<file path="src/rtl/axi4_master_bridge.sv">
// axi4_master_bridge: converts a one-request-at-a-time CPU request/response
// interface into AXI4 INCR read bursts and single-beat AXI4 writes.
// Only one transaction is ever outstanding.
module axi4_master_bridge #(
   parameter int ADDR_W = 32,
   parameter int DATA_W = 32
) (
   input  logic              clock,
   input  logic              reset,
   // CPU request side
   input  logic              req_valid,
   output logic              req_ready,
   input  logic              req_write,
   input  logic [ADDR_W-1:0] req_addr,
   input  logic [7:0]        req_len,
   input  logic [DATA_W-1:0] req_wdata,
   input  logic [3:0]        req_wstrb,
   // CPU response side
   output logic              resp_valid,
   input  logic              resp_ready,
   output logic [DATA_W-1:0] resp_data,
   output logic              resp_last,
   output logic              resp_err,
   // AXI4 read address channel
   output logic              arvalid,
   input  logic              arready,
   output logic [ADDR_W-1:0] araddr,
   output logic [7:0]        arlen,
   output logic [2:0]        arsize,
   output logic [1:0]        arburst,
   // AXI4 read data channel
   input  logic              rvalid,
   output logic              rready,
   input  logic [DATA_W-1:0] rdata,
   input  logic [1:0]        rresp,
   input  logic              rlast,
   // AXI4 write address channel
   output logic              awvalid,
   input  logic              awready,
   output logic [ADDR_W-1:0] awaddr,
   output logic [7:0]        awlen,
   output logic [2:0]        awsize,
   output logic [1:0]        awburst,
   // AXI4 write data channel
   output logic              wvalid,
   input  logic              wready,
   output logic [DATA_W-1:0] wdata,
   output logic [3:0]        wstrb,
   output logic              wlast,
   // AXI4 write response channel
   input  logic              bvalid,
   output logic              bready,
   input  logic [1:0]        bresp
);

   typedef enum logic [2:0] {
      ST_IDLE = 3'd0,
      ST_AR   = 3'd1,
      ST_R    = 3'd2,
      ST_AWW  = 3'd3,
      ST_B    = 3'd4
   } state_t;

   state_t            r_state;
   logic [ADDR_W-1:0] r_addr;
   logic [7:0]        r_len;
   logic [DATA_W-1:0] r_wdata;
   logic [3:0]        r_wstrb;
   logic [7:0]        r_cnt;
   logic              r_aw_done;
   logic              r_w_done;

   logic              w_aw_hs;
   logic              w_w_hs;
   logic              w_r_over;
   logic              w_unused;

   // Low response bits only distinguish OKAY/EXOKAY and SLVERR/DECERR subtypes.
   assign w_unused = &{1'b0, rresp[0], bresp[0]};

   // Fixed burst shape: 4-byte beats, INCR, single-beat writes.
   assign arsize  = 3'b010;
   assign awsize  = 3'b010;
   assign arburst = 2'b01;
   assign awburst = 2'b01;
   assign awlen   = 8'd0;
   assign wlast   = 1'b1;

   // Write-channel handshakes count only while that channel is still pending.
   assign w_aw_hs  = (r_state == ST_AWW) && !r_aw_done && awready;
   assign w_w_hs   = (r_state == ST_AWW) && !r_w_done && wready;
   // Beat counter at or past the last requested beat (covers extra beats).
   assign w_r_over = (r_cnt >= r_len);

   // Per-state output decode; everything not owned by the current state is 0.
   always_comb begin
      req_ready  = (r_state == ST_IDLE) && reset;
      arvalid    = 1'b0;
      araddr     = '0;
      arlen      = '0;
      rready     = 1'b0;
      awvalid    = 1'b0;
      awaddr     = '0;
      wvalid     = 1'b0;
      wdata      = '0;
      wstrb      = '0;
      bready     = 1'b0;
      resp_valid = 1'b0;
      resp_data  = '0;
      resp_last  = 1'b0;
      resp_err   = 1'b0;
      case (r_state)
         ST_AR: begin
            arvalid = 1'b1;
            araddr  = r_addr;
            arlen   = r_len;
         end
         ST_R: begin
            rready     = resp_ready;
            resp_valid = rvalid;
            resp_data  = rdata;
            resp_last  = rlast;
            resp_err   = rresp[1] | (rlast && (r_cnt != r_len)) | (w_r_over && !rlast);
         end
         ST_AWW: begin
            awvalid = !r_aw_done;
            awaddr  = r_addr;
            wvalid  = !r_w_done;
            wdata   = r_wdata;
            wstrb   = r_wstrb;
         end
         ST_B: begin
            bready     = resp_ready;
            resp_valid = bvalid;
            resp_last  = 1'b1;
            resp_err   = bresp[1];
         end
         default: ;
      endcase
   end

   // Transaction FSM with request latches, beat counter and write-channel flags.
   always_ff @(posedge clock or negedge reset) begin
      if (!reset) begin
         r_state   <= ST_IDLE;
         r_addr    <= '0;
         r_len     <= '0;
         r_wdata   <= '0;
         r_wstrb   <= '0;
         r_cnt     <= '0;
         r_aw_done <= 1'b0;
         r_w_done  <= 1'b0;
      end else begin
         case (r_state)
            ST_IDLE: begin
               r_aw_done <= 1'b0;
               r_w_done  <= 1'b0;
               if (req_valid) begin
                  r_addr  <= req_addr;
                  r_len   <= req_len;
                  r_wdata <= req_wdata;
                  r_wstrb <= req_wstrb;
                  r_state <= req_write ? ST_AWW : ST_AR;
               end
            end
            ST_AR: begin
               if (arready) begin
                  r_cnt   <= '0;
                  r_state <= ST_R;
               end
            end
            ST_R: begin
               if (rvalid && resp_ready) begin
                  if (r_cnt != 8'hFF) r_cnt <= r_cnt + 8'd1;
                  if (rlast) r_state <= ST_IDLE;
               end
            end
            ST_AWW: begin
               if (w_aw_hs) r_aw_done <= 1'b1;
               if (w_w_hs)  r_w_done  <= 1'b1;
               if ((r_aw_done || w_aw_hs) && (r_w_done || w_w_hs)) r_state <= ST_B;
            end
            ST_B: begin
               if (bvalid && resp_ready) begin
                  r_aw_done <= 1'b0;
                  r_w_done  <= 1'b0;
                  r_state   <= ST_IDLE;
               end
            end
            default: r_state <= ST_IDLE;
         endcase
      end
   end

endmodule

</file>
<file path="config.mk">
export PLATFORM = sky130hd
export DESIGN_NAME = axi4_master_bridge
export DESIGN_NICKNAME = d
export VERILOG_FILES = /design/src/rtl/axi4_master_bridge.sv
export SDC_FILE = /design/constraint.sdc
export NUM_CORES = 1
export LEC_CHECK = 0
export CAP_MARGIN = 20
export CORE_UTILIZATION = 25
export DETAILED_ROUTE_END_ITERATION = 7
export HOLD_SLACK_MARGIN = 0.1
export PLACE_DENSITY_LB_ADDON = 0.05
export SLEW_MARGIN = 20
export SYNTH_ARGS = -nofsm -noshare
export SYNTH_HDL_FRONTEND = slang
export SYNTH_SLANG_ARGS = --single-unit
</file>
<file path="constraint.sdc">
create_clock -name clock -period 4.1 [get_ports clock]
set_clock_uncertainty 0.15 [all_clocks]
set_input_delay 0.82 -clock clock [delete_from_list [all_inputs] [get_ports clock]]
set_output_delay 0.82 -clock clock [all_outputs]
set_load 0.03 [all_outputs]
</file>
======== Yosys cells after proc, flatten, opt, wreduce, memory -nomap -nowiden ========
Cells that the tools add are included.
storage, ports and cells
  bits in registers ....................... 89
  bits of input ports ..................... 123
  word-level logic and storage cells ...... 81
cells by class
  $add $sub $neg .......................... 1
  order comparisons ....................... 1
  equal/unequal tests ..................... 15
  mux-type cells .......................... 31
  bitwise operators ....................... 2
  reduce and logical (&&, ||, !) cells .... 23
operators by type and width
  cell                                           number
  two-way mux 32 bit                             4
  two-way mux 8 bit                              4
  two-way mux 3 bit                              6
  inequality test 2 bit, second input constant   8
  one-hot mux 8 bit (2 select lines)             1
  one-hot mux 3 bit (5 select lines)             1
  logical AND 1 bit                              10
  adder 8 x 1 -> 8 bit, second input constant    1
  greater-or-equal comparator 8 bit              1
  two-way mux 1 bit                              8
  inequality test 8 bit                          1
  inequality test 8 bit, second input constant   1
  == test 3 x 2 -> 1 bit, second input constant  2
  one-hot mux 1 bit (2 select lines)             3
  one-hot mux 1 bit (3 select lines)             2
  AND reduction 3 bit                            2
  AND reduction 6 bit                            1
  two-way mux 4 bit                              1
  AND reduction 4 bit                            1
  == test 3 x 1 -> 1 bit, second input constant  1
  == test 3 bit, second input constant           1
  zero test 1 bit                                3
  zero test 3 bit                                1
  nonzero test 3 bit                             1
  other kinds (6)                                8

======== Longest topological paths before layout ========
Gate-level depths: netlist of run 1.
  depth in word-level cells ............... 7
  mapped depth ............................ 7
  mapped depth without buffers ............ 7

======== Worst setup path after synthesis of run 1 ========
OpenSTA, ideal clock, no wires.
  path kind ............................... in2out
  start ................................... input port rlast
  end ..................................... output port resp_err
  arrival ................................. 1.799 ns
  data required time ...................... 3.130 ns
  path slack .............................. 1.331 ns
  cell stages on the path ................. 4
  buffers on the path ..................... 0
  cells stage by stage .................... inv_1 > or3_1 > o31a_1 > a32o_1
on the way
  cells in the longest elaborated chain, start to end .. 4
  elaborated cells on any way between the ends .. 6
  those cells by class .................... mux: 1; bitwise: 2; reduce/logical: 3
ends and longest elaborated chain
  what                                                   RTL line  source
  from (decl)                                            36        input logic rlast,
  logical AND 1 bit or zero test 1 bit (tied branches)   123       resp_err = rresp[1] | (rlast && (r_cnt != r_len)) | (w_r_over && !rlast);
  bitwise OR 1 bit or logical AND 1 bit (tied branches)  123
  bitwise OR 1 bit (*)                                   123
  one-hot mux 1 bit (2 select lines) (*)                 112       case (r_state)
  to (decl)                                              23        output logic resp_err,
Every way passes the cells marked *; elsewhere a longest branch is shown, timed or not.

======== Worst setup path after layout of run 1 ========
Ends and elaborated chain as after synthesis.

==> results of run 1 <==
## placed cells by master (no fill, tap or decap), types with 3 or more instances in the layout
cell type and count:
o21ai_0 12, and2_1 67, a31oi_1 8, conb_1 19, buf_4 15, nor2_1 16
nand3_1 5, dfrtp_1 88, ha_1 9, a41oi_1 3, clkbuf_16 9, inv_1 13
mux2_2 69, a21oi_1 9, nand2_1 19, nor3_1 3, clkdlybuf4s50_1 261, and3_1 71
## critical path, cell delays in order
cell             delay (ps)
clkdlybuf4s50_1         530
inv_1                    90
or3_1                   380
o31a_1                  300
a32o_1                  210
clkdlybuf4s50_1         600
## Yosys cell counts, drive strengths merged (3+ instances only)
| cell type | count | area share (%) |
|---|---|---|
| nand3 | 5 | 0.50 |
| a21oi | 10 | 1.1 |
| nand2 | 19 | 1.4 |
| and3 | 71 | 8.9 |
| dfrtp | 89 | 45 |
| nor2 | 16 | 1.2 |
| a41oi | 3 | 0.53 |
| o21ai | 13 | 1.3 |
| ha | 9 | 2.3 |
| inv | 15 | 1.1 |
| o22ai | 3 | 0.50 |
| nor3 | 6 | 1.2 |
| buf | 32 | 4.8 |
| a31oi | 8 | 1.0 |
| and2 | 68 | 8.5 |
| mux2 | 70 | 16 |
| clkbuf | 22 | 1.7 |
## path summary, 6_finish.rpt
check                         endpoint   startpoint  depth (start not counted)  slack [ps]
setup / recovery              resp_err        rlast                          6         210
hold / removal             r_wdata[29]  r_wdata[29]                          1         350
setup reg to reg              r_cnt[1]   r_state[1]                          5        1570
hold reg to reg            r_wdata[29]  r_wdata[29]                          1         350
max in group asynchronous    r_addr[0]        reset                          3        2320
min in group asynchronous     r_len[5]        reset                          2         430
## through the flow
stage          instance area (sq um)  instances  hold WS [ps]  setup WS [ps]  utilization [%]
6_report                        8110       1002           350            209             41.5
4_1_cts                         8110       1002           354            205             41.5
3_5_place_dp                    7830        986           338            225             40.1
2_1_floorplan                   5050        497           323           1330                -
3_3_place_gp                    7830        986           332            248             40.1
5_1_grt                         8110       1002           361            144             41.5
## state kept, by name, indices dropped and copies added, names as in the netlist
name,flops
r_wdata,32
r_cnt,8
r_w_done,1
r_aw_done,1
r_wstrb,4
r_state,3
r_addr,32
r_len,8
## cell type report
cell class | instances | area [sq um]
Clock buffer | 12 | 246
Clock inverter | 4 | 28.8
Fill cell | 1921 | 11400
Inverter | 15 | 56.3
Multi-Input combinational cell | 339 | 2450
Sequential cell | 89 | 2230
Tap cell | 265 | 332
Timing Repair Buffer | 278 | 2770
## metal layers
metal / up-vias / part of all wire (%)
li1: 2117 / -
met1: 2148 / 38
met2: 187 / 51
met3: 12 / 9.7
met4: 0 / 1.2
met5: - / 0
## kinds of logic after synthesis
| group | synth area share [%] |
|---|---|
| adder cells (fa/ha/maj) | 2.26 |
| AO/OA/AOI/OAI | 6.14 |
| flip-flops | 44.6 |
| AND/OR/NAND/NOR | 23.3 |
| other | 0.151 |
| buffers and inverters | 7.55 |
| multiplexers | 16.0 |
## power by group
group / switching, mW / internal, mW
logic: 1.98 / 1.60
clock network: 0.355 / 0.428
registers: 0.273 / 1.30
==> impl_metrics.csv, run 1 <==
group,metric,value,unit
status,status,"complete, no violations",
clock_network,tritoncts,"yes",
drt,route.vias.total,4464,
power_and_ir_drop,finalPower,5.94,mW
power_and_ir_drop,ir_drop,0.000291,V
drt,drt_pass1_iterations,4,
worst_setup_path,critPathMaxFanout,3,
global_routing,use_met2,29.4,%
synthesis,async_flop_share,100,%
global_routing,grt_util_met3,5.37,%
global_routing,grt_max_degree,85,
finish,n_antenna_cell,0,
clock_network,clk_pin_slew_worst_paths,70,ps
sta,rsz0062_at_grt,"no",
clock_network,clock-sinks,89,
placement,dp_hpwl,11500,um
clock_network,cts_root_buffer,"clkbuf_16",
power_and_ir_drop,leakagePower,3.50,nW
finish,drive_gt1_share,15.6,%
sta,fmax,257,MHz
synthesis,yosys_register_bits,89,
floorplanning,io_pins,291,
sta,hold_viol_final,0,
clock_network,cts_buffers,9,
sta,setup_tns,0,ps
floorplanning,dieArea,20500,sq um
drt,drc,0,
worst_setup_path,crit_path_end_kind,"primary output",
global_routing,antenna_found_initial,0,
global_routing,grt_pass1_vias,4617,
global_routing,grt_pass1_wl,25100,um
drt,postRouteWirelength,16300,um
floorplanning,design.core.area,19500,sq um
floorplanning,rows,51,
synthesis,synthCells,480,
global_routing,overflow,0,
synthesis,synthFlopType,"dfrtp_1",
min_path,hold_path.class,"reg2reg",
placement,gp_congestion,0.724,
synthesis,yosysSeqAreaShare,44.6,%
finish,finalNetCount,864,
worst_setup_path,start_kind,"input port",
power_and_ir_drop,powerDensity,733,nW/um^2
finish,area_growth,62.5,%
synthesis,synth_warnings,0,
worst_setup_path,worstPathRequired,3130,ps
synthesis,syn_area,4990,sq um
clock_network,post-cts-setup-buffers,0,
placement,io_buffers,269,
sta,worstMarginPinSlew,687,ps
job,max_cap_viol_count,0,
sta,finalSetupViolations,0,
global_routing,gr-usage-met1,17.4,%
floorplanning,dieWidth,143,um
floorplanning,initial_core_util,25.6,%
sta,drv_slew,0,
clock_network,cts_hold_buf,0,
clock_network,insertion_delay,340,ps
worst_setup_path,crit_type,"in2out",
worst_setup_path,arrival,2920,ps
global_routing,top_usage_layer,"met2",
sta,maxSlewHeadroom,54.2,%
drt,wire_per_inst,16.3,um
global_routing,grt_usage,16.1,%
synthesis,netlist-cell-type-count,44,
drt,vias_per_cell,4.46,
floorplanning,die_height,143,um
drt,drt_iter0_drc,134,
clock_network,cts_resized,0,
synthesis,synth-edff-count,0,
clock_network,clockBufferDepth,2,
sta,min_period_over_period,94.9,%
clock_network,cts-htree-levels,3,
sta,fin_crit,3890,ps
drt,ant_nets,0,
synthesis,syn_avg_cell_area,10.4,sq um
Power figures use the tool's default switching activity.
==> run 2: changes to the inputs <==
Settings changed: CAP_MARGIN 20 to default.
==> results of run 2 <==
The final DEF is identical to that of run 1; final timing and power are the same.
